--- config.mk ---
export PLATFORM = sky130hd
export DESIGN_NAME = rs_issue_latch
export DESIGN_NICKNAME = d
export VERILOG_FILES = /design/src/rtl/rs_issue_latch.sv
export SDC_FILE = /design/constraint.sdc
export NUM_CORES = 1
export LEC_CHECK = 0
export CAP_MARGIN = 10
export CORE_AREA = 5 5 481 483
export CTS_BUF_LIST = sky130_fd_sc_hd__clkbuf_4
export CTS_CLUSTER_DIAMETER = 50
export DETAILED_ROUTE_END_ITERATION = 6
export DIE_AREA = 0 0 486 488
export PLACE_DENSITY = 0.36
export SETUP_SLACK_MARGIN = 0.4
export SYNTH_ARGS = -nofsm -noshare
export SYNTH_HDL_FRONTEND = slang
export SYNTH_SLANG_ARGS = --single-unit
--- constraint.sdc ---
create_clock -name clock -period 2.8 [get_ports clock]
set_input_delay 0.56 -clock clock [delete_from_list [all_inputs] [get_ports clock]]
set_output_delay 0.56 -clock clock [all_outputs]
set_load 0.05 [all_outputs]
--- src/rtl/rs_issue_latch.sv ---
// rs_issue_latch: two-lane issue pipeline register behind the RS two-stage
// priority selector. Lane 0 captures the stage-1 grant and lane 1 captures
// the stage-2 grant. Each lane holds its entry while its FU back-pressures.
// slot_clr tells the RS which slots really left this cycle.
//
// Handshake (both lanes, FU side): iss_valid[i] is the valid and fu_ready[i]
// is the ready. An entry transfers on a cycle where both are high. While
// valid is high and ready is low, iss_func/iss_pkt/iss_idx stay frozen. A lane
// may take a new grant in the same cycle its current entry transfers.
// Grant side: a grant is taken only in the cycle its slot_clr bit is high.
// Otherwise the slot stays in the RS and is simply reselected later.

package rs_issue_pkg;
    typedef enum logic [1:0] {
        FU_ALU = 2'd0,
        FU_MUL = 2'd1,
        FU_LSU = 2'd2,
        FU_BR  = 2'd3
    } func_unit_t;
endpackage

module rs_issue_latch
    import rs_issue_pkg::*;
#(
    parameter  int WIDTH = 16,
    parameter  int PKT_W = 64,
    localparam int IDX_W = $clog2(WIDTH),
    localparam int FU_W  = $bits(func_unit_t)
) (
    input  logic                         clock,
    input  logic                         reset,
    input  logic                         flush,
    input  logic [WIDTH-1:0]             gnt_0,
    input  logic [WIDTH-1:0]             gnt_1,
    input  func_unit_t                   func_0,
    input  func_unit_t                   func_1,
    input  logic [WIDTH-1:0][PKT_W-1:0]  slot_pkt,
    input  logic [1:0]                   fu_ready,
    output logic [1:0]                   iss_valid,
    output func_unit_t [1:0]             iss_func,
    output logic [1:0][PKT_W-1:0]        iss_pkt,
    output logic [1:0][IDX_W-1:0]        iss_idx,
    output logic [WIDTH-1:0]             slot_clr,
    output logic [1:0]                   lane_stall,
    // Diagnostic: the grants overlap, or a grant has more than one bit set.
    output logic                         grant_err
);

    // One-hot to binary by OR reduction. A multi-hot input gives an
    // undefined index and is reported on grant_err.
    function automatic logic [IDX_W-1:0] enc(input logic [WIDTH-1:0] g);
        logic [IDX_W-1:0] r;
        r = '0;
        for (int i = 0; i < WIDTH; i++) begin
            if (g[i]) r = r | i[IDX_W-1:0];
        end
        return r;
    endfunction

    function automatic logic multi_hot(input logic [WIDTH-1:0] g);
        return (g & (g - WIDTH'(1))) != '0;
    endfunction

    logic [1:0]                   valid_q, valid_d;
    logic [1:0][FU_W-1:0]         func_q,  func_d;
    logic [1:0][PKT_W-1:0]        pkt_q,   pkt_d;
    logic [1:0][IDX_W-1:0]        idx_q,   idx_d;

    logic [1:0][WIDTH-1:0]        gnt;
    logic [1:0][FU_W-1:0]         func_in;
    logic [1:0][IDX_W-1:0]        gnt_idx;
    logic [1:0]                   ld;
    logic [1:0]                   req;
    logic [1:0]                   acc;
    logic [1:0]                   fire;
    logic                         overlap;

    // Grant qualification, accept/fire decisions and the combinational
    // outputs to the RS and the FUs.
    always_comb begin
        gnt[0]     = gnt_0;
        gnt[1]     = gnt_1;
        func_in[0] = func_0;
        func_in[1] = func_1;
        gnt_idx[0] = enc(gnt_0);
        gnt_idx[1] = enc(gnt_1);

        overlap    = (gnt_0 & gnt_1) != '0;
        grant_err  = overlap | multi_hot(gnt_0) | multi_hot(gnt_1);

        // A lane can load when it is empty or when its entry leaves this cycle.
        ld         = ~valid_q | fu_ready;
        req[0]     = |gnt_0;
        // Stage 1 wins a shared slot. Lane 1 drops its grant in that case.
        req[1]     = (|gnt_1) & ~overlap;
        acc        = req & ld & {2{~flush & ~reset}};
        fire       = valid_q & fu_ready;

        slot_clr   = (acc[0] ? gnt_0 : '0) | (acc[1] ? gnt_1 : '0);
        lane_stall = valid_q & ~fu_ready & {2{~reset}};
    end

    // Next lane contents. Flush clears both lanes, a load beats a drain,
    // and otherwise the payload holds.
    always_comb begin
        valid_d = valid_q;
        func_d  = func_q;
        pkt_d   = pkt_q;
        idx_d   = idx_q;
        if (flush) begin
            valid_d = '0;
        end else begin
            for (int i = 0; i < 2; i++) begin
                if (acc[i]) begin
                    valid_d[i] = 1'b1;
                    func_d[i]  = func_in[i];
                    pkt_d[i]   = slot_pkt[gnt_idx[i]];
                    idx_d[i]   = gnt_idx[i];
                end else if (fire[i]) begin
                    valid_d[i] = 1'b0;
                end
            end
        end
    end

    // Lane registers with synchronous reset.
    always_ff @(posedge clock) begin
        if (reset) begin
            valid_q <= '0;
            func_q  <= '0;
            pkt_q   <= '0;
            idx_q   <= '0;
        end else begin
            valid_q <= valid_d;
            func_q  <= func_d;
            pkt_q   <= pkt_d;
            idx_q   <= idx_d;
        end
    end

    assign iss_valid   = valid_q;
    assign iss_func[0] = func_unit_t'(func_q[0]);
    assign iss_func[1] = func_unit_t'(func_q[1]);
    assign iss_pkt     = pkt_q;
    assign iss_idx     = idx_q;

endmodule
==> results.txt, run 1 <==
----------------------------------------------------
[Clock tree]
  H-tree Lvls ... 4
  Num Clock Sinks ... 142
  Clock insertion delay at the later pin of the skew report ... 0.99 ns
  CTS tree ... done
  Total clock buffers created by CTS ... 17
  Buffer levels on the longest clock path ... 2
  Clock transition at the registers of the reported paths ... 0.19 ns
  CTS root buffer ... sky130_fd_sc_hd__clkbuf_4

[Placement]
  Number of I/O port buffers ... 1225
  Standard cell area after detailed placement ... 0.0440 mm2
  Final weighted congestion of routability-driven global placement ... 0.915
  Placed wire-length estimate ... 236000 um

[Hold path]
  Kind of path behind the tightest hold check ... input pin to flip-flop
  Number of cells traversed by the worst hold path ... 3

[Critical path]
  Worst Setup End Kind ... output port
  Required time worst endpoint ... 2.24 ns
  Slack of the worst reg-to-reg path ... 0.72 ns
  Top fanout value on the critical path ... 2
  Critical Path Start Type ... input pin
  Crit path kind ... input pin to output port
  Depth of the worst register-to-register path ... 7
  Endpoint arrival time on the critical path ... 2.45 ns

[Logic synthesis]
  Seq/Total Area, Yosys ... 12.5%
  Post-Synthesis Cell Area ... 0.0227 mm2
  Leading register cell type out of synthesis ... sky130_fd_sc_hd__dfxtp_1
  Average instance area after synthesis ... 6.25 um2
  Flip-flop and latch count after synthesis ... 142
  Number of nets in the synthesized netlist ... 4704
  Number of synthesized flops with an enable pin ... 0
  Cells after Synth ... 3639
  Yosys warning count ... 0
  Share of async-settable or async-resettable flops after synthesis ... 0%
  Library cells used by synthesis ... 47

[Floorplan]
  I/O pins ... 1226
  Placeable core region ... 0.226 mm2
  Die outline area ... 0.237 mm2
  Width of the die ... 486 um
  Rows ... 175
  Die Y ... 488 um
  Initial Utilization ... 10.0%

[Run status]
  Failing checks ... setup timing
  Run status ... finished with violations

[Timing]
  Final Max Slew Viols ... 0
  Number of hold violations in the final report ... 0
  Worst slew margin ... 46.3%
  Setup repair after global routing missed its margin ... yes
  Time the final worst path needs with I/O delays and setup ... 3.01 ns
  Fin worst setup slack ... -0.210 ns
  Final cycle utilization of the critical path ... 108%
  Final setup skew ... 0.0325 ns
  FMAX ... 332 MHz
  Transition time at the pin with the least slew margin ... 0.806 ns
  Post-route setup TNS ... -1.10 ns
  Setup violations, final ... 16

[Global routing]
  Busiest layer in global routing ... met2
  Global routing met3 resource utilization ... 6.92%
  First-pass GRT wire length ... 369000 um
  Pin count of the biggest net entering global routing ... 53
  Initial antenna violation count ... 184
  Number of global-route vias before repair ... 38500
  Met2 track utilization from global routing ... 38.5%
  Final global-route overflow total ... 0
  Total Routing Usage GR ... 22.7%
  Fraction of met1 tracks used by global routing ... 26.1%

[Power]
  Pwr per Cell Area ... 179 mW/mm2
  Total leakage power ... 17.0 nW
  Peak supply drop ... 0.281 mV

[Drt]
  Wire per inst ... 34.6 um
  Iter 0 DRT Violations ... 3840
  Via count normalized by instance count ... 4.76
  Routed via count ... 39000
  Final wirelength ... 284000 um
  Post-detailed-route DRC marker count ... 0
  Routed Antenna Nets ... 0
  Router iterations before antenna repair ... 5

[Layout]
  Finished layout cell area ... 0.0445 mm2
  Layout-stage area growth over the synthesis result ... 95.7%
  Post-layout nets ... 6153
  Layout fillers ... 25800
  Most common cell after layout, fill and taps aside ... sky130_fd_sc_hd__clkdlybuf4s50_1
  Sequential cell area in the final layout ... 0.00287 mm2
  Fraction of final layout cells with drive strength greater than 1 ... 19.2%
  Top library cells by usage in the layout, fill and taps aside ... 1032 x sky130_fd_sc_hd__clkdlybuf4s50_1, 920 x sky130_fd_sc_hd__nand2_1, 545 x sky130_fd_sc_hd__buf_4, 387 x sky130_fd_sc_hd__a211oi_1, 381 x sky130_fd_sc_hd__and3_1
  Combined area of the multi-input logic cells ... 0.0188 mm2

[Job]
  Max-cap check violation count ... 0

----------------------------------------------------
[critical path: stages]
cell and delay (ns):
sky130_fd_sc_hd__buf_8 0.10, sky130_fd_sc_hd__or4_4 0.54, sky130_fd_sc_hd__a2111oi_4 0.36, sky130_fd_sc_hd__nand4_1 0.18, sky130_fd_sc_hd__a211oi_2 0.26, sky130_fd_sc_hd__nand4_1 0.22, sky130_fd_sc_hd__buf_6 0.22
[kinds of logic (layout without fill, tap and decap cells)]
| group | Yosys count | in the layout | share of synthesized area [%] |
|---|---|---|---|
| and+or+nand+nor | 1656 | 1656 | 34.3 |
| AOI/OAI and AO/OA | 1207 | 1207 | 37.0 |
| buffers and inverters | 441 | 1903 | 7.70 |
| muxes | 192 | 192 | 8.45 |
| DFF | 142 | 142 | 12.5 |
| adders and majority gates | 1 | 1 | 0.0440 |
| other | 0 | 89 | 0 |
[cells in the mapped netlist (26+ instances only)]
| library cell | n | share of area [%] |
|---|---|---|
| sky130_fd_sc_hd__a31oi_1 | 65 | 1.8 |
| sky130_fd_sc_hd__a32oi_1 | 190 | 7.3 |
| sky130_fd_sc_hd__nor2_1 | 26 | 0.43 |
| sky130_fd_sc_hd__dfxtp_1 | 142 | 12 |
| sky130_fd_sc_hd__o21ai_1 | 114 | 2.5 |
| sky130_fd_sc_hd__a311oi_1 | 65 | 2.5 |
| sky130_fd_sc_hd__a21oi_1 | 195 | 4.3 |
| sky130_fd_sc_hd__and3_1 | 381 | 10 |
| sky130_fd_sc_hd__nand2_1 | 928 | 15 |
| sky130_fd_sc_hd__a211oi_1 | 388 | 13 |
| sky130_fd_sc_hd__nand3_1 | 196 | 4.3 |
| sky130_fd_sc_hd__buf_2 | 62 | 1.4 |
| sky130_fd_sc_hd__clkbuf_1 | 365 | 6.0 |
| sky130_fd_sc_hd__o21ai_0 | 88 | 1.9 |
| sky130_fd_sc_hd__nand4_1 | 74 | 2.0 |
| sky130_fd_sc_hd__o2111ai_1 | 65 | 2.5 |
| sky130_fd_sc_hd__mux2i_1 | 192 | 8.4 |
[through the flow]
stage	hold slack (ns)	worst slack, ns	cells	power, mW	util [%]
after floorplan	0.632	-0.128	3639	3.24	-
after global placement	0.446	-1.16	8045	6.12	19.4
after detailed placement	0.454	-1.12	8045	6.10	19.4
after CTS	0.0487	-0.212	8096	8.02	19.5
after global routing	0.144	-0.309	8169	8.27	19.6
final	0.245	-0.210	8199	7.95	19.7
[flip-flops by register name, summed over array words and instances (netlist names)]
register / cells
iss_pkt: 128
iss_valid: 2
iss_idx: 8
iss_func: 4
[where the power goes]
group / internal [mW] / leakage [nW] / total [mW] / switching (mW)
registers: 2.10 / 1.16 / 2.16 / 0.0614
clock network: 0.400 / 0.148 / 1.83 / 1.43
logic: 2.02 / 15.7 / 3.96 / 1.94
[final cells by class]
cell class / instances / area share [%]
multi-input combinational: 3056 / 42.3
antenna: 89 / 0.500
inverter: 2 / 0.0281
sequential: 142 / 6.44
tap: 3009 / 8.46
timing repair buffer: 1869 / 41.7
clock buffer: 17 / 0.287
clock inverter: 15 / 0.326
[layer usage]
layer | share of wire [%] | routed length (um) | vias to the layer above
li1 | - | - | 16900
met1 | 38 | 109000 | 19300
met2 | 48 | 136000 | 2204
met3 | 8.7 | 24700 | 465
met4 | 4.5 | 12700 | 100
met5 | 0.23 | 663 | -
[final timing paths]
check                  to    startpoint
max             grant_err      gnt_1[2]
min          iss_valid[0]         flush
max reg2reg   iss_pkt[19]  iss_valid[0]
min reg2reg   iss_pkt[66]   iss_pkt[66]
[what timing repair did]
action                     in CTS  in global routing
setup endpoints to repair     183                 19
hold buffers                    4                  0
pin swaps                      27                 25
cloned                          0                  1
setup buffers                  15                 13
resized for setup             877                 92
hold endpoints to repair        4                  0
Power figures use the tool's default switching activity.
==> run 2: changes to the inputs <==
--- a/config.mk
+++ b/config.mk
@@ -8,7 +8,7 @@
 export CAP_MARGIN = 10
 export CORE_AREA = 5 5 481 483
 export CTS_BUF_LIST = sky130_fd_sc_hd__clkbuf_4
-export CTS_CLUSTER_DIAMETER = 50
+export CTS_CLUSTER_DIAMETER = 60
 export DETAILED_ROUTE_END_ITERATION = 6
 export DIE_AREA = 0 0 486 488
 export PLACE_DENSITY = 0.36
==> results of run 2 <==
Same layout as run 1: the final DEF is identical, and so are final timing and power.
